`src/rtl/prng_arbiter.sv`:
```
`default_nettype none
// ============================================================================
// Module      : prng_arbiter
// Description : Round-robin scheduler that time-shares one 64-bit LCG state
//               register and one external registered permutation stage
//               among NUM_REQ requesters. A granted transaction advances the
//               LCG, waits for the permutation stage, and returns the
//               permuted word tagged with the requester index. Seed loading
//               is accepted only while idle.
// Ports       : clk, rst         clock / synchronous active-high reset
//               req, gnt         level requests / registered one-hot grant
//               seed_load, seed  LCG state load (IDLE only)
//               busy             high whenever the FSM is not IDLE
//               perm_din         LCG state, drives the permutation stage
//               perm_dout        registered permutation output (1 cycle)
//               rand_valid       one-cycle result pulse
//               rand_data        permuted word, held between pulses
//               rand_id          owner index of rand_data
// Revision    : 1.0 - initial release
// ============================================================================
module prng_arbiter #(
    parameter int          NUM_REQ = 4,
    parameter logic [63:0] SEED    = 64'hCAFEF00DD15EA5E5,
    parameter logic [63:0] MULT    = 64'h5851F42D4C957F2D,
    parameter logic [63:0] INC     = 64'h14057B7F4C2BAE1B,
    parameter int          ID_W    = $clog2(NUM_REQ)
) (
    input  logic               clk,
    input  logic               rst,
    input  logic [NUM_REQ-1:0] req,
    output logic [NUM_REQ-1:0] gnt,
    input  logic               seed_load,
    input  logic [63:0]        seed,
    output logic               busy,
    output logic [63:0]        perm_din,
    input  logic [63:0]        perm_dout,
    output logic               rand_valid,
    output logic [63:0]        rand_data,
    output logic [ID_W-1:0]    rand_id
);

    localparam logic [1:0] c_st_idle    = 2'd0;
    localparam logic [1:0] c_st_advance = 2'd1;
    localparam logic [1:0] c_st_perm    = 2'd2;
    localparam logic [1:0] c_st_capture = 2'd3;

    localparam logic [ID_W-1:0]    c_id_one  = ID_W'(1);
    localparam logic [ID_W-1:0]    c_id_last = ID_W'(NUM_REQ - 1);
    localparam logic [NUM_REQ-1:0] c_gnt_one = NUM_REQ'(1);

    logic [1:0]         r_state;
    logic [63:0]        r_lcg_state;
    logic [ID_W-1:0]    r_ptr;
    logic [ID_W-1:0]    r_cur_id;
    logic [NUM_REQ-1:0] r_gnt;
    logic               r_rand_valid;
    logic [63:0]        r_rand_data;
    logic [ID_W-1:0]    r_rand_id;

    logic [NUM_REQ-1:0] w_req_hi;
    logic [ID_W-1:0]    w_hi_idx;
    logic [ID_W-1:0]    w_lo_idx;
    logic [ID_W-1:0]    w_idx;
    logic [ID_W-1:0]    w_ptr_next;
    logic [63:0]        w_lcg_next;

    // Round-robin pick: requests at or above the pointer take priority; if
    // none exist, the search wraps to the lowest set request overall.
    always_comb begin
        w_req_hi = '0;
        w_hi_idx = '0;
        w_lo_idx = '0;
        for (int i = 0; i < NUM_REQ; i++) begin
            w_req_hi[i] = req[i] && (ID_W'(i) >= r_ptr);
        end
        // Scanning downward lets the lowest set bit be the last assignment.
        for (int i = NUM_REQ - 1; i >= 0; i--) begin
            if (w_req_hi[i]) begin
                w_hi_idx = ID_W'(i);
            end
            if (req[i]) begin
                w_lo_idx = ID_W'(i);
            end
        end
        w_idx      = (|w_req_hi) ? w_hi_idx : w_lo_idx;
        w_ptr_next = (w_idx == c_id_last) ? '0 : (w_idx + c_id_one);
    end

    // Product is taken in a 64-bit context so the upper bits fall away.
    assign w_lcg_next = r_lcg_state * MULT + INC;

    always_ff @(posedge clk) begin
        if (rst) begin
            r_state      <= c_st_idle;
            r_lcg_state  <= SEED;
            r_ptr        <= '0;
            r_cur_id     <= '0;
            r_gnt        <= '0;
            r_rand_valid <= 1'b0;
            r_rand_data  <= '0;
            r_rand_id    <= '0;
        end else begin
            r_rand_valid <= 1'b0;
            case (r_state)
                c_st_idle: begin
                    if (seed_load) begin
                        r_lcg_state <= seed;
                    end else if (|req) begin
                        r_gnt    <= c_gnt_one << w_idx;
                        r_cur_id <= w_idx;
                        r_ptr    <= w_ptr_next;
                        r_state  <= c_st_advance;
                    end
                end
                c_st_advance: begin
                    r_lcg_state <= w_lcg_next;
                    r_state     <= c_st_perm;
                end
                c_st_perm: begin
                    // External stage registers perm_din during this cycle.
                    r_state <= c_st_capture;
                end
                c_st_capture: begin
                    r_rand_data  <= perm_dout;
                    r_rand_id    <= r_cur_id;
                    r_rand_valid <= 1'b1;
                    r_gnt        <= '0;
                    r_state      <= c_st_idle;
                end
                default: begin
                    r_state <= c_st_idle;
                end
            endcase
        end
    end

    assign gnt        = r_gnt;
    assign busy       = (r_state != c_st_idle);
    assign perm_din   = r_lcg_state;
    assign rand_valid = r_rand_valid;
    assign rand_data  = r_rand_data;
    assign rand_id    = r_rand_id;

endmodule
`default_nettype wire

```
`config.mk`:
```
export PLATFORM = sky130hd
export DESIGN_NAME = prng_arbiter
export DESIGN_NICKNAME = d
export VERILOG_FILES = /design/src/rtl/prng_arbiter.sv
export SDC_FILE = /design/constraint.sdc
export NUM_CORES = 2
export LEC_CHECK = 0
export ABC_CLOCK_PERIOD_IN_PS = 11200
export CAP_MARGIN = 20
export CORE_MARGIN = 8
export CORE_UTILIZATION = 32
export CTS_CLUSTER_SIZE = 10
export DETAILED_ROUTE_END_ITERATION = 16
export HOLD_SLACK_MARGIN = 0.02
export SLEW_MARGIN = 20
export SYNTH_ARGS = -nofsm -noshare
export SYNTH_HDL_FRONTEND = slang
export SYNTH_SLANG_ARGS = --single-unit
```
`constraint.sdc`:
```
create_clock -name clk -period 11.2 [get_ports clk]
set_clock_uncertainty 0.15 [all_clocks]
set_input_delay 3.36 -clock clk [delete_from_list [all_inputs] [get_ports clk]]
set_output_delay 3.36 -clock clk [all_outputs]
set_load 0.02 [all_outputs]
```
==> impl_metrics.json <==
{
  "wl_met2_um": 73600,
  "numCtsBuffers": 17,
  "drt_iter0_drc": 2411,
  "r2r_end": "perm_din[63]",
  "rsz0062_at_grt": "no",
  "cp_max_fo": 10,
  "drive_gt1_frac": 0.0257,
  "crit_path_end_kind": "register",
  "syn_inst": 3988,
  "cts_resized": 0,
  "min_from": "r_cur_id[0]",
  "cts_tree": "done",
  "finalHoldViolCount": 0,
  "max_freq_mhz": 99.3,
  "num_rows": 130,
  "route.met3.wl_um": 12200,
  "async_reset_ff_frac": 0,
  "routed_via_density": 4.84,
  "r2r_start": "perm_din[31]",
  "tns_ns": 0,
  "crit_slowest_cell": "dfxtp_1",
  "seq_area_um2": 2820,
  "coreArea_um2": 125000,
  "maxSlewHeadroom": 0.212,
  "dp_slack_ns": 1.17,
  "grt-ovfl-total": 0,
  "synth_common_cells": "inv_1, fa_1, ha_1, nor2_1, dfxtp_1",
  "seq_area_frac_synth": 0.0699,
  "cap_violations": 0,
  "postCtsSetupBuffers": 0,
  "dp.final_hpwl_um": 141000,
  "antenna_found_initial": 3,
  "grt_pass1_wl_um": 228000,
  "cp_data_arrival_time_ns": 10.29,
  "hold_buffers": 0,
  "max_stage_delay_ns": 0.81,
  "ys_ff_latch": 141,
  "clock_latency_ns": 0.49,
  "setup_violations": 0,
  "yosysMostFrequentCell": "inv_1",
  "die_area_um2": 138000,
  "path_clk_slew_ns": 0.09,
  "status": "finished clean",
  "clkSinkCount": 141,
  "grt_usage": 0.232,
  "regToRegSetupSlack_ns": 1.13,
  "io_pins": 271,
  "routedWlPerCell_um": 26.6,
  "synthTopCellsByArea": "fa_1, ha_1, inv_1",
  "worstSetupPathType": "reg2reg",
  "cpMostUsedCell": "fa_1",
  "finalCritPeriodShare": 0.899,
  "finalWorstSetupSlack_ns": 1.13,
  "nFillCells": 12600,
  "drc_errors": 0,
  "highest_layer": "met5",
  "setup.worst_path.start": "perm_din[31]",
  "dieHeight_um": 371,
  "worstMarginPinSlew_ns": 1.18,
  "ant_nets": 0,
  "period_needed_ns": 10.07,
  "yosysTopAreaCell": "fa_1",
  "multi_input_area_um2": 32400,
  "vias": 28700,
  "nets": 5950,
  "floorplan.initialDensity": 0.322,
  "synth_top_area_share": 0.469,
  "min_path_cells": 2,
  "worstHoldEndpoint": "r_cur_id[0]",
  "routed_wl_um": 158000,
  "synth_fp_nets": 5671,
  "critPathRequiredTime_ns": 11.42,
  "cts-root-buf": "clkbuf_16",
  "area_delta_synth_final_pct": 14.0,
  "first_global_vias": 31800,
  "clock_path_buffers": 2,
  "portBuffers": 270,
  "h-tree-depth": 4,
  "synth_edf_count": 0,
  "syn_area_um2": 40400,
  "grt_max_degree": 59,
  "hp-class": "reg2reg",
  "dr.pass1.iters": 5,
  "ys.warnings.count": 0,
  "met1_length_um": 62600,
  "synth_cell_types": 61,
  "worstRegToRegCells": 30,
  "synthFlopType": "dfxtp_1",
  "worst_setup_path_start_kind": "register",
  "gp_congestion": 1.04,
  "maxSlewViolCount": 0,
  "dieWidth_um": 371,
  "syn_avg_cell_area_um2": 10.1
}
## cells by family after synthesis
kind of cell | count (synthesis) | synth area share
mux | 100 | 0.0249
buf+inv | 1378 | 0.128
fa+ha+maj | 1548 | 0.656
flops | 141 | 0.0699
simple gates | 363 | 0.0400
compound gates | 329 | 0.0531
xor+xnor | 129 | 0.0280
## flip-flops by register name (all words and copies together), names as in the netlist
name	flops
rand_data	64
rand_valid	1
perm_din	64
r_state	2
r_cur_id	2
gnt	4
rand_id	2
r_ptr	2
## critical path, delay by kind of cell, from the launching register on
family,cells,cell delay (ns)
AO/OA/AOI/OAI,6,1.16
XOR/XNOR,1,0.15
AND/OR/NAND/NOR,4,0.86
buffers and inverters,8,0.90
flip-flops,1,0.81
adder cells (fa/ha/maj),11,5.92
## per-stage QoR
stage | std cells | utilization | cell area (µm²) | hold WS (ns)
6_report | 5931 | 0.367 | 46000 | 0.314
5_1_grt | 5930 | 0.367 | 46000 | 0.348
4_1_cts | 5930 | 0.367 | 46000 | 0.319
3_5_place_dp | 5898 | 0.362 | 45400 | 0.305
3_3_place_gp | 5897 | 0.362 | 45300 | 0.300
2_1_floorplan | 3988 | - | 40400 | 0.286
## how the worst max path moves through the flow
| stage | slack (ns) | to | cells after the start |
|---|---|---|---|
| floorplan | 2.44 | perm_din[63] | 30 |
| global placement | 1.24 | perm_din[63] | 30 |
| detailed placement | 1.17 | perm_din[63] | 30 |
| CTS | 1.12 | perm_din[63] | 30 |
| global route | 0.68 | perm_din[56] | 30 |
| finish | 1.13 | perm_din[63] | 30 |
## layer usage
| layer | vias up | track usage |
|---|---|---|
| met5 | - | 0 |
| met1 | 14800 | 0.290 |
| met4 | 2 | 0.112 |
| met2 | 1184 | 0.379 |
| li1 | 12500 | - |
| met3 | 286 | 0.0515 |
## cell type report
type / instances / share of cell area
Sequential cell: 141 / 0.0614
Antenna cell: 1 / 0.0000544
Clock buffer: 18 / 0.00955
Multi-Input combinational cell: 2469 / 0.705
Tap cell: 1650 / 0.0449
Inverter: 1311 / 0.107
Clock inverter: 14 / 0.00419
Timing Repair Buffer: 327 / 0.0684
## cells in the final DEF (no fill, tap or decap), types with 5 or more instances in the layout
cell type / instances
a221oi_1: 6
o21ai_0: 45
a211o_1: 15
buf_4: 57
nand4_1: 15
and3_1: 9
nand2b_1: 7
nor2b_1: 9
inv_8: 5
a211oi_1: 34
o21bai_1: 18
or3_1: 7
xor2_1: 27
a31oi_1: 16
fa_1: 946
nor3_1: 22
o21a_1: 8
nand3_1: 18
clkdlybuf4s50_1: 269
nor2_1: 172
nand2_1: 82
xnor2_1: 102
inv_1: 1311
clkbuf_16: 17
o22a_1: 5
ha_1: 600
mux2i_1: 98
a21o_1: 32
dfxtp_1: 141
a21oi_1: 110
Power is not shown: default switching activity piles up to over one toggle a cycle in this logic, so the estimate is an artifact.
